<file path="src/rtl/reg_dump_streamer_pkg.sv">
// Shared definitions for the register dump streamer: FSM encoding and frame constants.
// No logic here; imported by the top and the word serializer.
package reg_dump_streamer_pkg;

    typedef enum logic [2:0] {
        ST_IDLE  = 3'd0,
        ST_HDR   = 3'd1,
        ST_SEL   = 3'd2,
        ST_LATCH = 3'd3,
        ST_SEND  = 3'd4,
        ST_CSUM  = 3'd5,
        ST_DONE  = 3'd6
    } state_t;

    localparam logic [7:0] SYNC_BYTE_DEF = 8'hA5;
    localparam int         WORD_BYTES    = 4;

    // Byte n of a word, counted from the MSB.
    function automatic logic [7:0] word_byte(input logic [31:0] w, input logic [1:0] n);
        logic [7:0] b;
        case (n)
            2'd0:    b = w[31:24];
            2'd1:    b = w[23:16];
            2'd2:    b = w[15:8];
            default: b = w[7:0];
        endcase
        return b;
    endfunction

endpackage

</file>
<file path="src/rtl/reg_dump_streamer_word_serializer.sv">
// 32-bit word -> four MSB-first bytes on valid/ready; first byte valid the cycle after i_load.
// Holds the current byte while i_rdy is low; o_word_done flags the 4th transfer.
module reg_dump_streamer_word_serializer
    import reg_dump_streamer_pkg::*;
(
    input  logic        i_clk,
    input  logic        i_rst,
    input  logic        i_load,
    input  logic [31:0] i_word,
    input  logic        i_rdy,
    output logic [7:0]  o_dat,
    output logic        o_vld,
    output logic        o_word_done
);

    logic [31:0] r_word;
    logic [1:0]  r_byte_cnt;
    logic        r_vld;
    logic        w_xfer;

    assign w_xfer = r_vld & i_rdy;

    always_ff @(posedge i_clk) begin
        if (i_rst) begin
            r_word     <= 32'd0;
            r_byte_cnt <= 2'd0;
            r_vld      <= 1'b0;
        end else if (i_load) begin
            r_word     <= i_word;
            r_byte_cnt <= 2'd0;
            r_vld      <= 1'b1;
        end else if (w_xfer) begin
            r_byte_cnt <= r_byte_cnt + 2'd1;
            if (r_byte_cnt == 2'(WORD_BYTES - 1)) begin
                r_vld <= 1'b0;
            end
        end
    end

    assign o_dat       = word_byte(r_word, r_byte_cnt);
    assign o_vld       = r_vld;
    assign o_word_done = w_xfer && (r_byte_cnt == 2'(WORD_BYTES - 1));

endmodule

</file>
<file path="src/rtl/reg_dump_streamer.sv">
// Sweeps reg_sel over all registers and streams A5 | 4 bytes/reg MSB-first | XOR csum; 6 cycles/reg.
// Every byte waits on i_tx_ready with data held; the FSM stalls in HDR, SEND or CSUM.
module reg_dump_streamer
    import reg_dump_streamer_pkg::*;
#(
    parameter int         NUM_REGS  = 32,
    parameter int         SEL_W     = 5,
    parameter logic [7:0] SYNC_BYTE = SYNC_BYTE_DEF
) (
    input  logic             i_clk,
    input  logic             i_rst,
    input  logic             i_start,
    output logic [SEL_W-1:0] o_reg_sel,
    input  logic [31:0]      i_reg_data,
    output logic [7:0]       o_tx_data,
    output logic             o_tx_valid,
    input  logic             i_tx_ready,
    output logic             o_busy,
    output logic             o_done
);

    localparam logic [SEL_W-1:0] LAST_IDX = SEL_W'(NUM_REGS - 1);

    state_t           r_state;
    logic [SEL_W-1:0] r_idx;
    logic [SEL_W-1:0] r_reg_sel;
    logic [7:0]       r_csum;
    logic [7:0]       r_tx_dat;
    logic             r_tx_vld;
    logic             r_busy;
    logic             r_done;

    logic             w_load;
    logic [7:0]       w_ser_dat;
    logic             w_ser_vld;
    logic             w_ser_xfer;
    logic             w_word_done;
    logic             w_hc_xfer;

    // The word is captured at the end of LATCH, after reg_sel has been stable a full cycle.
    assign w_load     = (r_state == ST_LATCH);
    assign w_ser_xfer = w_ser_vld & i_tx_ready;
    assign w_hc_xfer  = r_tx_vld & i_tx_ready;

    reg_dump_streamer_word_serializer u_ser (
        .i_clk       (i_clk),
        .i_rst       (i_rst),
        .i_load      (w_load),
        .i_word      (i_reg_data),
        .i_rdy       (i_tx_ready),
        .o_dat       (w_ser_dat),
        .o_vld       (w_ser_vld),
        .o_word_done (w_word_done)
    );

    always_ff @(posedge i_clk) begin
        if (i_rst) begin
            r_state   <= ST_IDLE;
            r_idx     <= '0;
            r_reg_sel <= '0;
            r_csum    <= 8'd0;
            r_tx_dat  <= 8'd0;
            r_tx_vld  <= 1'b0;
            r_busy    <= 1'b0;
            r_done    <= 1'b0;
        end else begin
            r_done <= 1'b0;
            case (r_state)
                ST_IDLE: begin
                    if (i_start) begin
                        r_state  <= ST_HDR;
                        r_busy   <= 1'b1;
                        r_tx_vld <= 1'b1;
                        r_tx_dat <= SYNC_BYTE;
                    end
                end
                ST_HDR: begin
                    if (w_hc_xfer) begin
                        r_tx_vld <= 1'b0;
                        r_idx    <= '0;
                        r_state  <= ST_SEL;
                    end
                end
                ST_SEL: begin
                    r_reg_sel <= r_idx;
                    r_state   <= ST_LATCH;
                end
                ST_LATCH: begin
                    r_state <= ST_SEND;
                end
                ST_SEND: begin
                    if (w_ser_xfer) begin
                        r_csum <= r_csum ^ w_ser_dat;
                    end
                    if (w_word_done) begin
                        if (r_idx == LAST_IDX) begin
                            // The final data byte is folded in here, same edge it transfers.
                            r_tx_vld <= 1'b1;
                            r_tx_dat <= r_csum ^ w_ser_dat;
                            r_state  <= ST_CSUM;
                        end else begin
                            r_idx   <= r_idx + 1'b1;
                            r_state <= ST_SEL;
                        end
                    end
                end
                ST_CSUM: begin
                    if (w_hc_xfer) begin
                        r_tx_vld <= 1'b0;
                        r_busy   <= 1'b0;
                        r_done   <= 1'b1;
                        r_state  <= ST_DONE;
                    end
                end
                ST_DONE: begin
                    r_csum  <= 8'd0;
                    r_state <= ST_IDLE;
                end
                default: begin
                    r_state <= ST_IDLE;
                end
            endcase
        end
    end

    assign o_reg_sel  = r_reg_sel;
    assign o_tx_valid = r_tx_vld | w_ser_vld;
    assign o_tx_data  = w_ser_vld ? w_ser_dat : r_tx_dat;
    assign o_busy     = r_busy;
    assign o_done     = r_done;

endmodule

</file>
<file path="config.mk">
export PLATFORM = sky130hd
export DESIGN_NAME = reg_dump_streamer
export DESIGN_NICKNAME = d
export VERILOG_FILES = /design/src/rtl/reg_dump_streamer_pkg.sv /design/src/rtl/reg_dump_streamer_word_serializer.sv /design/src/rtl/reg_dump_streamer.sv
export SDC_FILE = /design/constraint.sdc
export NUM_CORES = 1
export LEC_CHECK = 0
export CAP_MARGIN = 30
export CORE_ASPECT_RATIO = 0.8
export CORE_MARGIN = 2
export CORE_UTILIZATION = 36
export CTS_BUF_LIST = sky130_fd_sc_hd__clkbuf_8
export DETAILED_ROUTE_END_ITERATION = 10
export PLACE_DENSITY_LB_ADDON = 0.25
export SYNTH_ARGS = -nofsm -noshare
export SYNTH_HDL_FRONTEND = slang
export SYNTH_SLANG_ARGS = --single-unit
</file>
<file path="constraint.sdc">
create_clock -name i_clk -period 5.5 [get_ports i_clk]
set_input_delay 0.55 -clock i_clk [delete_from_list [all_inputs] [get_ports i_clk]]
set_output_delay 0.55 -clock i_clk [all_outputs]
set_load 0.005 [all_outputs]
</file>
# Word level (Yosys, flattened, before mapping)
# Index checks and enable logic that the tools add are counted.
dict set report totals {
  reg_bits 67
}
dict set report op_classes {
  muxes 28
  n_bitwise 5
  reduce_logical 20
  add_sub_neg 2
  eq_ne 18
}
# op count
set op_table {}
lappend op_table {{$mux 8} 5}
lappend op_table {{$pmux 8 s2} 2}
lappend op_table {{$pmux 8 s3} 1}
lappend op_table {{$pmux 3 s6} 1}
lappend op_table {{$mux 3} 5}
lappend op_table {{$mux 5} 3}
lappend op_table {{$reduce_and 4->1} 3}
lappend op_table {{$reduce_bool 2->1} 6}
lappend op_table {{$ne 2x2->1 const B} 5}
lappend op_table {{$pmux 5 s2} 1}
lappend op_table {{$eq 3x3->1 const B} 3}
lappend op_table {{$mux 1} 8}
lappend op_table {{$xor 8x8->8} 1}
lappend op_table {{$eq 3x2->1 const B} 2}
lappend op_table {{$ne 2x1->1 const B} 3}
lappend op_table {{$reduce_or 2->1} 3}
lappend op_table {{$add 5x1->5 const B} 1}
lappend op_table {{$eq 5x5->1 const B} 1}
lappend op_table {{$reduce_and 5->1} 1}
lappend op_table {{$eq 2x2->1 const B} 2}
lappend op_table {{$reduce_and 2->1} 2}
lappend op_table {{$eq 3x1->1 const B} 1}
lappend op_table {{$logic_not 3->1} 1}
lappend op_table {{$pmux 1 s3} 1}
lappend op_table {{10 further kinds} 11}

# Logic depth before layout (Yosys ltp)
dict set report depth {
  depth_word 6
  ltp_mapped 8
  ltp_nobuf 7
}

# Hierarchy
# A second synthesis with hierarchy kept.
dict set report unflattened {
  hier_cells 340
  hier_area_um2 3311.9
}
# module instances area_per_inst_um2 cells_each
set modules_own_cells {}
lappend modules_own_cells {reg_dump_streamer 1 1730.4 188}
lappend modules_own_cells {reg_dump_streamer_word_serializer 1 1581.5 152}

# Worst setup path before layout
# Ideal clock, no wire load.
dict set report synth_path {
  path_kind {reg2out}
  start {register u_ser.r_byte_cnt[0]}
  end {output o_tx_data[0]}
  required_ns 4.950
  stages_incl_launch_ff 7
  setup_slack_ns 3.372
  arrival_ns 1.578
  cell_sequence {dfxtp_1 -> inv_1 -> ha_1 -> clkbuf_1 -> a222oi_1 -> mux2i_1 -> mux2_2}
}
dict set report synth_via {
  elab_chain_cells 3
  elab_cells_between_ends 5
}
# element line
set synth_rtl {}
lappend synth_rtl {{start, declared} reg_dump_streamer_word_serializer.sv:17} ;# logic [1:0] r_byte_cnt;
lappend synth_rtl {{start signal, assigned} reg_dump_streamer_word_serializer.sv:33} ;# r_byte_cnt <= r_byte_cnt + 2'd1;
lappend synth_rtl {{$eq 2x2->1, or another cell as far along} reg_dump_streamer_pkg.sv:21} ;# case (n)
lappend synth_rtl {{$pmux 8 s3 *} reg_dump_streamer_pkg.sv:21}
lappend synth_rtl {{$mux 8 *} reg_dump_streamer.sv:128} ;# assign o_tx_data = w_ser_vld ? w_ser_dat : r_tx_dat;
lappend synth_rtl {{end, declared} reg_dump_streamer.sv:15} ;# output logic [7:0] o_tx_data,
# Every way passes the cells marked *; elsewhere a longest branch is shown, timed or not.

# Worst setup path in the final report
dict set report layout_path {
  start {register u_ser.r_byte_cnt[0]}
  end {output o_tx_data[6]}
}
# Same word-level chain as after synthesis.

==> impl_metrics.sql <==
INSERT INTO impl_metrics (metric_group, metric, value, unit) VALUES
('sta', 'rsz0062_at_grt', 'false', ''),
('critical_path', 'worst_path_max_delay_cell', 'sky130_fd_sc_hd__a222oi_1', ''),
('route', 'via_count', '2656', ''),
('clock_network', 'clk-insertion-delay-late', '350', 'ps'),
('layout', 'syn2layout_area_growth', '25.0', '%'),
('logic_synthesis', 'synth_top_area_share', '42.6', '%'),
('critical_path', 'crit_start', 'u_ser.r_byte_cnt[0]$_SDFFE_PP0P_', ''),
('layout', 'diodes', '0', ''),
('route', 'ant_nets', '0', ''),
('clock_network', 'post_cts.resized_instances', '0', ''),
('critical_path', 'stages_on_the_worst_setup_path', '6', ''),
('logic_synthesis', 'synth.avg_cell_area', '8.60', 'um^2'),
('critical_path', 'cp.buffers_inverters', '2', ''),
('route', 'detail_route.wl_per_cell', '13.9', 'um'),
('floorplan', 'design.portCount', '52', ''),
('sta', 'final_setup_violations', '0', ''),
('power_and_ir_drop', 'worst_ir_drop_on_vdd', '0.000105', 'V'),
('clock_network', 'numCtsBuffers', '9', ''),
('logic_synthesis', 'synth_nets', '410', ''),
('grt', 'grt-ovfl-total', '0', ''),
('critical_path', 'timing.reg2reg.worst_path_depth', '4', ''),
('critical_path', 'worst_setup_path_start_kind', 'flop', ''),
('grt', 'pin_count_of_the_biggest_net_entering_global_routing', '80', ''),
('critical_path', 'r2r-start', 'u_ser.o_vld$_SDFFE_PP0P_', ''),
('power_and_ir_drop', 'leakage', '1.31', 'nW'),
('sta', 'layout_min_cycle_time', '3200', 'ps'),
('route', 'post-route-drc-count', '0', ''),
('floorplan', 'die_w', '109', 'um'),
('critical_path', 'timing.critical_path.required', '4950', 'ps'),
('logic_synthesis', 'post-synth-top-area-cell', 'sky130_fd_sc_hd__dfxtp_1', ''),
('critical_path', 'max_stage_delay', '490', 'ps'),
('clock_network', 'cts.clk_slew.worst_paths', '70', 'ps'),
('layout', 'nets', '447', ''),
('critical_path', 'end_kind', 'output pin', ''),
('route', 'first_pass_iters', '4', ''),
('clock_network', 'cts_tree', 'built', ''),
('floorplan', 'core_area', '8480', 'um^2'),
('critical_path', 'worstPathMaxFanout', '8', ''),
('logic_synthesis', 'synth_edf_count', '0', ''),
('grt', 'number_of_antenna_violations_at_the_first_check_in_global_routing', '0', ''),
('critical_path', 'crit_path_cell_trace', 'inv_1 > ha_1 > a222oi_1 > mux2i_1 > mux2_2 > clkdlybuf4s50_1', ''),
('logic_synthesis', 'main_area_contributors_after_synthesis', 'sky130_fd_sc_hd__dfxtp_1 (43%), sky130_fd_sc_hd__nand2_1 (9.4%), sky130_fd_sc_hd__a21oi_1 (6.8%), sky130_fd_sc_hd__mux2i_1 (4.4%), sky130_fd_sc_hd__ha_1 (3.2%)', ''),
('sta', 'finalMaxSlewViolations', '0', ''),
('sta', 'hold_ws', '457', 'ps'),
('clock_network', 'cts_hold_buf', '0', ''),
('logic_synthesis', 'netlist_instances', '366', ''),
('place', 'globalplace.congestion', '0.728', ''),
('floorplan', 'die_h', '87.7', 'um'),
('critical_path', 'endpoint', 'o_tx_data[6]', ''),
('logic_synthesis', 'synth.yosys.seq_area_share', '42.6', '%'),
('clock_network', 'post_cts_buffers', '0', ''),
('place', 'buffer_ports.inserted', '51', ''),
('layout', 'layout.core_utilization', '46.4', '%'),
('critical_path', 'cp_data_arrival_time', '2650', 'ps'),
('grt', 'grtUsageTotal', '16.1', '%'),
('floorplan', 'initial_util', '37.1', '%'),
('route', 'drtIter0Drc', '141', ''),
('floorplan', 'row_count', '30', ''),
('min_path', 'timing.hold.worst.class', 'reg2reg', ''),
('sta', 'max_freq', '0.312', 'GHz'),
('sta', 'report.final.hold_viol_count', '0', ''),
('logic_synthesis', 'netlist_top_cells_count', 'sky130_fd_sc_hd__nand2_1 (79), sky130_fd_sc_hd__dfxtp_1 (67), sky130_fd_sc_hd__a21oi_1 (43), sky130_fd_sc_hd__nor2_1 (17), sky130_fd_sc_hd__clkbuf_1 (16)', ''),
('layout', 'final_layout_size_suffix_gt1_share', '10.6', '%'),
('route', 'drt_wl_total', '7.24', 'mm'),
('sta', 'finalClockSkew', '8.17', 'ps'),
('clock_network', 'cts_htree_levels', '3', ''),
('critical_path', 'worst_r2r_endpoint', 'r_tx_dat[3]$_SDFFE_PP0P_', ''),
('sta', 'timing_worst_slew_pin_value', '959', 'ps'),
('floorplan', 'die_area', '9520', 'um^2'),
('run_status', 'status', 'finished, final reports clean', ''),
('job', 'maxCapViolCount', '0', '');
## per-stage QoR
step	instance area, um^2	total power, mW	instances	setup slack, ps
3_5_place_dp	3720	0.587	504	2630
2_1_floorplan	3150	0.544	366	3370
5_1_grt	3940	1.04	519	2090
4_1_cts	3940	1.01	519	2250
6_report	3940	1.01	519	2300
3_3_place_gp	3670	0.585	502	2700
## worst reg2reg max path: cells and delay by family (launching register included)
kind / cells / cell delay (ps)
and+or+nand+nor: 3 / 1170
DFF: 1 / 700
AOI/OAI and AO/OA: 1 / 350
## where the power goes
group	switching [mW]	internal, mW	leakage [nW]
Clock	0.185	0.245	0.105
Sequential	0.00831	0.493	0.542
Combinational	0.0291	0.0448	0.663
Total	0.223	0.783	1.31
## cell type report
| class | instances | area, um^2 |
|---|---|---|
| inverters | 11 | 41.3 |
| flip-flops and latches | 67 | 1340 |
| well taps | 112 | 140 |
| clock buffers | 12 | 165 |
| multi-input cells | 260 | 1630 |
| clock inverters | 3 | 46.3 |
| repair buffers | 54 | 568 |
| fillers | 858 | 4550 |
## worst min-delay path by stage
stage	from	endpoint	slack, ps	cells after the start
after floorplan	u_ser.r_word[15]$_SDFFE_PP0P_	u_ser.r_word[15]$_SDFFE_PP0P_	440	2
after global placement	u_ser.r_word[2]$_SDFFE_PP0P_	u_ser.r_word[2]$_SDFFE_PP0P_	440	2
after detailed placement	u_ser.r_word[8]$_SDFFE_PP0P_	u_ser.r_word[8]$_SDFFE_PP0P_	450	2
after CTS	u_ser.r_word[8]$_SDFFE_PP0P_	u_ser.r_word[8]$_SDFFE_PP0P_	460	2
after global routing	u_ser.r_word[4]$_SDFFE_PP0P_	u_ser.r_word[4]$_SDFFE_PP0P_	470	2
final	u_ser.r_word[2]$_SDFFE_PP0P_	u_ser.r_word[2]$_SDFFE_PP0P_	460	2
## registers in the layout, indices dropped and copies added, names as in the netlist
signal            count
u_ser.r_word         32
r_idx                 5
o_done                1
o_reg_sel             5
r_tx_dat              8
o_busy                1
u_ser.r_byte_cnt      2
u_ser.o_vld           1
r_state               3
r_csum                8
r_tx_vld              1
## layout by cell type, fill, tap and decap left out, drive strengths merged, types with 2 or more instances in the layout
cell            n
a222oi          8
clkdlybuf4s50  50
xnor2           5
a21oi          43
inv            11
nand3           2
a31oi           6
or3             2
o21ai           6
nor2b           3
or2             2
a311o           4
a211oi          4
nor4b           5
nor2           18
or3b            3
o221a           4
clkbuf         12
nor3           10
mux2            8
dfxtp          67
nand3b         10
buf             4
and4bb          4
nand2          79
ha              8
mux2i          14
## cell families after synthesis
| group | synth area share [%] |
|---|---|
| AO/OA/AOI/OAI | 16.5 |
| XOR/XNOR | 1.39 |
| adder cells (fa/ha/maj) | 3.18 |
| buffers and inverters | 5.52 |
| flip-flops | 42.6 |
| multiplexers | 7.31 |
| AND/OR/NAND/NOR | 23.5 |
## per-layer routing
metal  vias up  part of all wire (%)  track usage, %
li1       1361                     -               -
met1      1227                    50            21.0
met2        56                    45            25.7
met3        12                   4.4            4.39
met4         0                   1.5            5.59
met5         -                     0               0
(Power assumes the default switching activity.)
